## src/rtl/sum_job_arbiter.sv

```systemverilog
// Two-requester front end for a single go_l/inA/done summing accumulator.
// A job is collected into a small buffer, streamed out with a zero terminator, and its sum is returned.
module sum_job_arbiter #(
   parameter int WIDTH          = 16,
   parameter int DEPTH          = 8,
   parameter int TIMEOUT_CYCLES = 64
) (
   input  logic               clk,
   input  logic               reset,
   input  logic [1:0]         req_valid,
   input  logic [2*WIDTH-1:0] req_data,
   input  logic [1:0]         req_last,
   output logic [1:0]         req_ready,
   output logic [WIDTH-1:0]   inA,
   output logic               go_l,
   input  logic               done,
   input  logic [WIDTH-1:0]   outResult,
   output logic               rsp_valid,
   input  logic               rsp_ready,
   output logic               rsp_id,
   output logic [WIDTH-1:0]   rsp_result,
   output logic               rsp_overflow,
   output logic               rsp_timeout,
   output logic               busy
);
   localparam int CW = $clog2(DEPTH + 1);
   localparam int IW = (DEPTH > 1) ? $clog2(DEPTH) : 1;
   localparam int TW = (TIMEOUT_CYCLES > 1) ? $clog2(TIMEOUT_CYCLES) : 1;

   typedef enum logic [2:0] {IDLE, COLLECT, ISSUE, WAIT, RESPOND} state_t;

   state_t           state;
   logic             grant;
   logic             last_srv;
   logic             ovf;
   logic [CW-1:0]    cnt;
   logic [CW-1:0]    idx;
   logic [TW-1:0]    tcnt;
   logic [WIDTH-1:0] buf_q [2**IW];

   logic             pick;
   logic [WIDTH-1:0] g_data;
   logic             g_last, g_acc, g_store, g_drop;
   logic [CW-1:0]    cnt_nxt, idx_nxt;
   logic [WIDTH-1:0] buf0_nxt;

   always_comb begin
      // tie goes to whoever was not served last
      pick     = (req_valid == 2'b11) ? ~last_srv : req_valid[1];
      g_data   = grant ? req_data[2*WIDTH-1:WIDTH] : req_data[WIDTH-1:0];
      g_last   = req_last[grant];
      g_acc    = req_valid[grant] & req_ready[grant];
      g_store  = g_acc && (g_data != '0) && (cnt < CW'(DEPTH));
      g_drop   = g_acc && (g_data != '0) && (cnt >= CW'(DEPTH));
      cnt_nxt  = g_store ? cnt + CW'(1) : cnt;
      idx_nxt  = idx + CW'(1);
      // first operand may be landing in the buffer on the same edge that starts ISSUE
      buf0_nxt = (g_store && cnt == '0) ? g_data : buf_q[0];
   end

   always_ff @(posedge clk) begin
      if (state == COLLECT && g_store) buf_q[cnt[IW-1:0]] <= g_data;
   end

   always_ff @(posedge clk) begin
      if (reset) begin
         state        <= IDLE;
         go_l         <= 1'b1;
         inA          <= '0;
         req_ready    <= '0;
         rsp_valid    <= 1'b0;
         rsp_id       <= 1'b0;
         rsp_result   <= '0;
         rsp_overflow <= 1'b0;
         rsp_timeout  <= 1'b0;
         busy         <= 1'b0;
         grant        <= 1'b0;
         last_srv     <= 1'b1;
         ovf          <= 1'b0;
         cnt          <= '0;
         idx          <= '0;
         tcnt         <= '0;
      end else begin
         case (state)
            IDLE: begin
               if (|req_valid) begin
                  grant     <= pick;
                  req_ready <= pick ? 2'b10 : 2'b01;
                  cnt       <= '0;
                  ovf       <= 1'b0;
                  busy      <= 1'b1;
                  state     <= COLLECT;
               end
            end
            COLLECT: begin
               if (g_acc) begin
                  cnt <= cnt_nxt;
                  if (g_drop) ovf <= 1'b1;
                  if (g_last) begin
                     req_ready <= '0;
                     if (cnt_nxt != '0) begin
                        inA   <= buf0_nxt;
                        go_l  <= 1'b0;
                        idx   <= '0;
                        state <= ISSUE;
                     end else begin
                        rsp_valid    <= 1'b1;
                        rsp_id       <= grant;
                        rsp_result   <= '0;
                        rsp_overflow <= ovf | g_drop;
                        rsp_timeout  <= 1'b0;
                        state        <= RESPOND;
                     end
                  end
               end
            end
            ISSUE: begin
               go_l <= 1'b1;
               // idx is the word currently on inA; idx == cnt is the terminator cycle
               if (idx == cnt) begin
                  inA   <= '0;
                  tcnt  <= '0;
                  state <= WAIT;
               end else begin
                  idx <= idx_nxt;
                  inA <= (idx_nxt < cnt) ? buf_q[idx_nxt[IW-1:0]] : '0;
               end
            end
            WAIT: begin
               if (done) begin
                  rsp_valid    <= 1'b1;
                  rsp_id       <= grant;
                  rsp_result   <= outResult;
                  rsp_overflow <= ovf;
                  rsp_timeout  <= 1'b0;
                  state        <= RESPOND;
               end else if (tcnt == TW'(TIMEOUT_CYCLES - 1)) begin
                  rsp_valid    <= 1'b1;
                  rsp_id       <= grant;
                  rsp_result   <= '0;
                  rsp_overflow <= ovf;
                  rsp_timeout  <= 1'b1;
                  state        <= RESPOND;
               end else begin
                  tcnt <= tcnt + TW'(1);
               end
            end
            RESPOND: begin
               if (rsp_ready) begin
                  rsp_valid <= 1'b0;
                  last_srv  <= grant;
                  busy      <= 1'b0;
                  state     <= IDLE;
               end
            end
            default: state <= IDLE;
         endcase
      end
   end
endmodule

```

## config.mk

```make
export PLATFORM = sky130hd
export DESIGN_NAME = sum_job_arbiter
export DESIGN_NICKNAME = d
export VERILOG_FILES = /design/src/rtl/sum_job_arbiter.sv
export SDC_FILE = /design/constraint.sdc
export NUM_CORES = 1
export LEC_CHECK = 0
export CAP_MARGIN = 40
export CORE_MARGIN = 2
export CORE_UTILIZATION = 37
export DETAILED_ROUTE_END_ITERATION = 7
export GPL_TIMING_DRIVEN = 0
export PLACE_DENSITY_LB_ADDON = 0.08
export SETUP_SLACK_MARGIN = 0.1
export SYNTH_ARGS = -nofsm -noshare
export SYNTH_HDL_FRONTEND = slang
export SYNTH_SLANG_ARGS = --single-unit
```

## constraint.sdc

```tcl
create_clock -name clk -period 3.3 [get_ports clk]
set_input_delay 0.66 -clock clk [delete_from_list [all_inputs] [get_ports clk]]
set_output_delay 0.66 -clock clk [all_outputs]
set_load 0.05 [all_outputs]
```

# [Word level (Yosys, flattened, before mapping)]
# Memory sizes are Yosys's and may differ from the RTL's.
# Index checks and enable logic that the tools add are counted.
[classes] n_lt_le_gt_ge=4 eq_ne=19 add_sub_neg=3 n_mux=84 n_reduce_logical=28 bitwise_logic=3
[ops] operator="16-bit two-way mux" n=12
[ops] operator="16-bit one-hot mux with 2 select lines" n=2
[ops] operator="1-bit two-way mux" n=36
[ops] operator="4-bit two-way mux" n=7
[ops] operator="3-bit two-way mux" n=8
[ops] operator="2-bit != test, second input constant" n=10
[ops] operator="6-bit two-way mux" n=3
[ops] operator="4-bit one-hot mux with 2 select lines" n=2
[ops] operator="4-bit AND reduction" n=4
[ops] operator="16-bit nonzero test" n=1
[ops] operator="3-bit one-hot mux with 5 select lines" n=1
[ops] operator="1-bit one-hot mux with 2 select lines" n=6
[ops] operator="6-bit one-hot mux with 2 select lines" n=1
[ops] operator="6-bit AND reduction" n=2
[ops] operator="5-bit AND reduction" n=2
[ops] operator="2-bit nonzero test" n=5
[ops] operator="4-bit by 1-bit adder with 4-bit output, second input constant" n=2
[ops] operator="2-bit two-way mux" n=4
[ops] operator="6-bit by 1-bit adder with 6-bit output, second input constant" n=1
[ops] operator="3-bit by 2-bit == test with 1-bit output, second input constant" n=2
[ops] operator="6-bit == test, second input constant" n=1
[ops] operator="3-bit AND reduction" n=2
[ops] operator="1-bit logical AND" n=5
[ops] operator="4-bit == test" n=1
[ops] operator="other kinds (20)" n=21
[totals] ram_bits=128 out_inout_bits=40 input_bits=56 mem_count=1 ff_bits=60 elab_cells=158
[mem_list] name="buf_q" depth=8 word_bits=16 read_ports=2 rd_clocked_by_memory_dff=0 write_ports=1 line="39" rtl="logic [WIDTH-1:0] buf_q [2**IW];"

# [Depth between registers and ports, before layout]
[logic_depth] word_depth=11 ltp_mapped=11 depth_no_buf=8

# [Worst setup path before layout]
# Ideal clock, no wire load.
[synth_timing] path_kind="input to register" startpoint="input req_data[22]" endpoint="memory buf_q[1][0], enable pin" t_arrival_ns=2.717 setup_slack_ns=0.174 setup_time_ns=0.409 n_path_buf=0 t_required_ns=2.891 path_stages=6 cell_sequence="nor4_1 -> a22oi_1 -> a21oi_1 -> nor3_1 -> nand2_1 -> nor3_1"
[synth_via] elab_chain_len=7
[synth_lines] item="start, declared" line="11" rtl="input logic [2*WIDTH-1:0] req_data,"
[synth_lines] item="16-bit two-way mux" line="50" rtl="g_data = grant ? req_data[2*WIDTH-1:WIDTH] : req_data[WIDTH-1:0];"
[synth_lines] item="16-bit nonzero test" line="53" rtl="g_store = g_acc && (g_data != '0) && (cnt < CW'(DEPTH));"
[synth_lines] item="1-bit logical AND (2 in series)" line="53"
[synth_lines] item="1-bit logical AND" line="62" rtl="if (state == COLLECT && g_store) buf_q[cnt[IW-1:0]] <= g_data;"
[synth_lines] item="1-bit two-way mux" line="62"
[synth_lines] item="1-bit two-way mux (implied by the code)" line="62"
[synth_lines] item="end, declared" line="39"
# Every way passes these cells.

# [Final worst setup path]
[layout_timing] startpoint="input req_data[17]" endpoint="register inA[1]"
[layout_via] elab_chain_len=10 elab_cells_between_ends=14 cone_classes="eq/ne (1); mux (7); reduce/logical (6)"
[layout_lines] item="16-bit two-way mux *" line="50"
[layout_lines] item="16-bit nonzero test" line="53"
[layout_lines] item="1-bit logical AND (2 in series)" line="53"
[layout_lines] item="1-bit logical AND" line="58" rtl="buf0_nxt = (g_store && cnt == '0) ? g_data : buf_q[0];"
[layout_lines] item="16-bit two-way mux" line="58"
[layout_lines] item="16-bit two-way mux" line="101" rtl="if (cnt_nxt != '0) begin"
[layout_lines] item="16-bit two-way mux" line="99" rtl="if (g_last) begin"
[layout_lines] item="16-bit two-way mux" line="96" rtl="if (g_acc) begin"
[layout_lines] item="16-bit one-hot mux with 2 select lines" line="84" rtl="case (state)"
[layout_lines] item="end signal, assigned" line="102" rtl="inA <= buf0_nxt;"
[layout_lines] item="end signal, assigned" line="126" rtl="inA <= (idx_nxt < cnt) ? buf_q[idx_nxt[IW-1:0]] : '0;"
[layout_lines] item="end, declared" line="14" rtl="output logic [WIDTH-1:0] inA,"
# Mark *: on every way between the ends. The rest lies on a longest branch, timed or not. The select of a mux whose other input is x is not followed.
# A chain may end at the register's enable or synchronous reset.

==> key figures <==
Timing
  – Setup Skew: between 0.015 and 0.02 ns
  – Fin crit share: 0.9469
  – FMAX: between 300 and 400 MHz
  – Fin crit period: roughly 3.1 ns
  – Final Hold Fails: 0
  – Slew HR: 0.4553
  – Unrepaired setup endpoints after global routing: yes
  – Worst-margin pin slew: between 0.8 and 0.9 ns
  – Final Slew Violations: 0
  – # setup viols final: 0

Die
  – Starting Density: 0.3737
  – Cell Rows: 54
  – Width of the die: 151.8 um
  – Chip height: between 150 and 200 um
  – Core area: ~22,000 um2
  – Area of the die: roughly 23,000 um2
  – Top Ports: 96

Global routing
  – Global-route wire length before repair: between 30 and 40 mm
  – Initial antenna violation count: 0
  – GRT overflow: 0
  – Largest net degree at the start of global routing: 19
  – Vias in the first global route: around 5,500
  – Overall routing resource usage: 0.2023

Clock network
  – CTS H-Tree Depth: 4
  – CTS tree: built
  – Worst-path clk slew: 0.07 ns
  – Hold_buf cts: 0
  – Worst skew pair latency: roughly 0.44 ns
  – CTS root buf: clkbuf_16
  – CTS Buf Count: 17
  – Sink Count: between 150 and 200
  – Max clock buf depth: 2

Place
  – IO Port Bufs: 94
  – DP Area: approximately 9500 um2
  – Final GP Congestion: roughly 0.8
  – Detail Placement HPWL: 15.20 mm

Yosys
  – Seq/Total Area, Yosys: 0.6243
  – Synthesized area: ~8100 um2
  – Post-synth ARST share: 0
  – Syn nets: about 630
  – Synth Warn #: 0
  – Number of synthesized register bits: about 190
  – Post-Synthesis Cells: 565
  – Synth Area per Inst: between 10 and 15 um2
  – Post-synth EDFFs: about 130
  – Netlist cell types: slightly below 60
  – Main synth FF type: edfxtp_1

Routing
  – Antenna Nets Post-Route: 0
  – Residual DRC: 0
  – WL/cell: roughly 22 um
  – WL final: around 22 mm
  – Iter 0 DRT Violations: 500
  – Via count of the routed design: between 5,000 and 6,000
  – Router iterations before antenna repair: 5
  – Vias per cell: 5.411

Power
  – Power Dens Cells: about 500 nW/um2
  – Maximum vdd drop: 334.4 uV
  – Pwr Total: just over 5 mW
  – Leak: between 3 and 4 nW

Worst setup path
  – Worst EP required: 3.58 ns
  – Nature of the critical path endpoint: flip-flop
  – Arr. time, crit path: roughly 3.4 ns
  – Kind of critical path: in -> reg
  – CP Max Fanout: 10
  – Critical path launch point type: input pin
  – CP peak stage delay: 0.53 ns
  – Crit-path cells: clkdlybuf4s50_1, nor4b_2, nand4_1, buf_4, a21oi_1, mux2i_1, buf_2, clkbuf_4, a211oi_1
  – CP max stage cell: nor4b_2

Layout
  – Cell area after layout: between 10,000 and 15,000 um2
  – Layout area overhead: 26.25%
  – FF+latch area: ~5000 um2
  – # fillers: 1,919
  – Area of the multi-input gates: about 2800 um2
  – Antenna diodes: 0
  – Nets: 760
  – Layout cell share with drive strength beyond 1: 0.2073

Worst hold path
  – Worst hold-check path type: reg -> reg

Job
  – Max Cap Viol: 0

Outcome
  – Outcome: complete, no violations
## worst max-delay path: cells and delay by family
family          cells  cell delay [ns]
compound gates      2             0.43
buf+inv             4             1.31
mux                 1             0.32
simple gates        2             0.67
## stage by stage
stage | TNS (ns) | utilization | setup slack [ns] | hold slack, ns | instances
CTS | 0 | 0.4701 | 0.03297 | 0.4603 | 986
finish | 0 | 0.4718 | 0.1752 | 0.4550 | 989
detailed placement | -35.88 | 0.4410 | -0.5303 | 0.4494 | 950
global route | 0 | 0.4718 | 0.06349 | 0.4672 | 989
floorplan | 0 | - | 0.1741 | 0.4449 | 565
global placement | -183.92 | 0.4334 | -2.072 | 0.4491 | 939
## synth_stat cells, drive strengths merged (3+ instances only)
master	count	share of area
clkbuf	14	0.0065
a21oi	23	0.016
nand3	10	0.0062
a22o	16	0.018
or2	3	0.0023
nor2	21	0.0098
dfxtp	60	0.15
nor4	4	0.0039
and4	3	0.0033
a211oi	31	0.029
nand4	19	0.015
nor3b	3	0.0028
nor3	10	0.0062
mux2	17	0.024
nand2	24	0.011
o21ai	29	0.018
mux4	32	0.089
a21o	3	0.0029
and3	3	0.0023
edfxtp	128	0.48
ha	8	0.012
inv	21	0.0098
nor2b	4	0.0031
xnor2	3	0.0033
nand3b	6	0.0056
buf	21	0.016
xor2	5	0.0063
mux2i	21	0.026
## power breakdown
| part | switching [mW] | total, mW | leakage (nW) | internal (mW) |
|---|---|---|---|---|
| clock | 0.957 | 2.03 | 0.289 | 1.07 |
| sequential | 0.0252 | 2.59 | 1.64 | 2.57 |
| combinational | 0.307 | 0.490 | 1.36 | 0.183 |
## layout make-up
| type | count | area share |
|---|---|---|
| buffer | 35 | 0.01828 |
| clock buffer | 17 | 0.04170 |
| sequential | 188 | 0.4945 |
| inverter | 21 | 0.007727 |
| tap | 280 | 0.03434 |
| timing repair buffer | 112 | 0.1110 |
| clock inverter | 15 | 0.01521 |
| multi-input combinational | 321 | 0.2772 |
## final timing paths
| kind | from | end | slack [ns] | cells past startpoint |
|---|---|---|---|---|
| min | inA[6]$_SDFFE_PP0P_ | inA[6]$_SDFFE_PP0P_ | 0.46 | 2 |
| min reg2reg | inA[6]$_SDFFE_PP0P_ | inA[6]$_SDFFE_PP0P_ | 0.46 | 2 |
| max reg2reg | grant$_SDFFE_PP0P_ | inA[1]$_SDFFE_PP0P_ | 0.33 | 9 |
| max | req_data[17] | inA[1]$_SDFFE_PP0P_ | 0.18 | 9 |
## registers in the layout, summed over array words and instances (netlist names), 2 cells and up
| name | count |
|---|---|
| state | 3 |
| rsp_result | 16 |
| req_ready | 2 |
| buf_q | 128 |
| inA | 16 |
| tcnt | 6 |
| idx | 4 |
| cnt | 4 |
## cells by family after synthesis
kind of cell | share of synthesized area
AOI/OAI and AO/OA | 0.1030
xor gates and xnor gates | 0.009601
adders and majority gates | 0.01239
buffers and inverters | 0.03221
DFF | 0.6243
muxes | 0.1389
and+or+nand+nor | 0.07959
## cells in the final DEF (no fill, tap or decap), drive strengths merged, types with 19 or more instances in the layout
cell / netlist / routed
nor2: 21 / 21
inv: 21 / 28
dfxtp: 60 / 60
edfxtp: 128 / 128
a211oi: 31 / 31
clkbuf: 14 / 32
a21oi: 23 / 23
clkdlybuf4s50: 0 / 94
mux4: 32 / 32
nand2: 24 / 24
o21ai: 29 / 29
nand4: 19 / 19
buf: 21 / 38
mux2i: 21 / 21
## metal layers
metal / vias up / GRT usage / wire (um)
met5: - / 0 / 0
met4: 0 / 0.05139 / 250
met3: 13 / 0.03563 / 750
met2: 114 / 0.3399 / 11250
met1: 2736 / 0.2727 / 9720
li1: 2488 / - / -
## what timing repair did
item / in CTS / in global routing
resized for setup: 2 / 5
buffers inserted: 4 / 3
pin swaps: 2 / 0
cloned: 0 / 0
setup endpoints to repair: 43 / 72
Power figures use the tool's default switching activity.
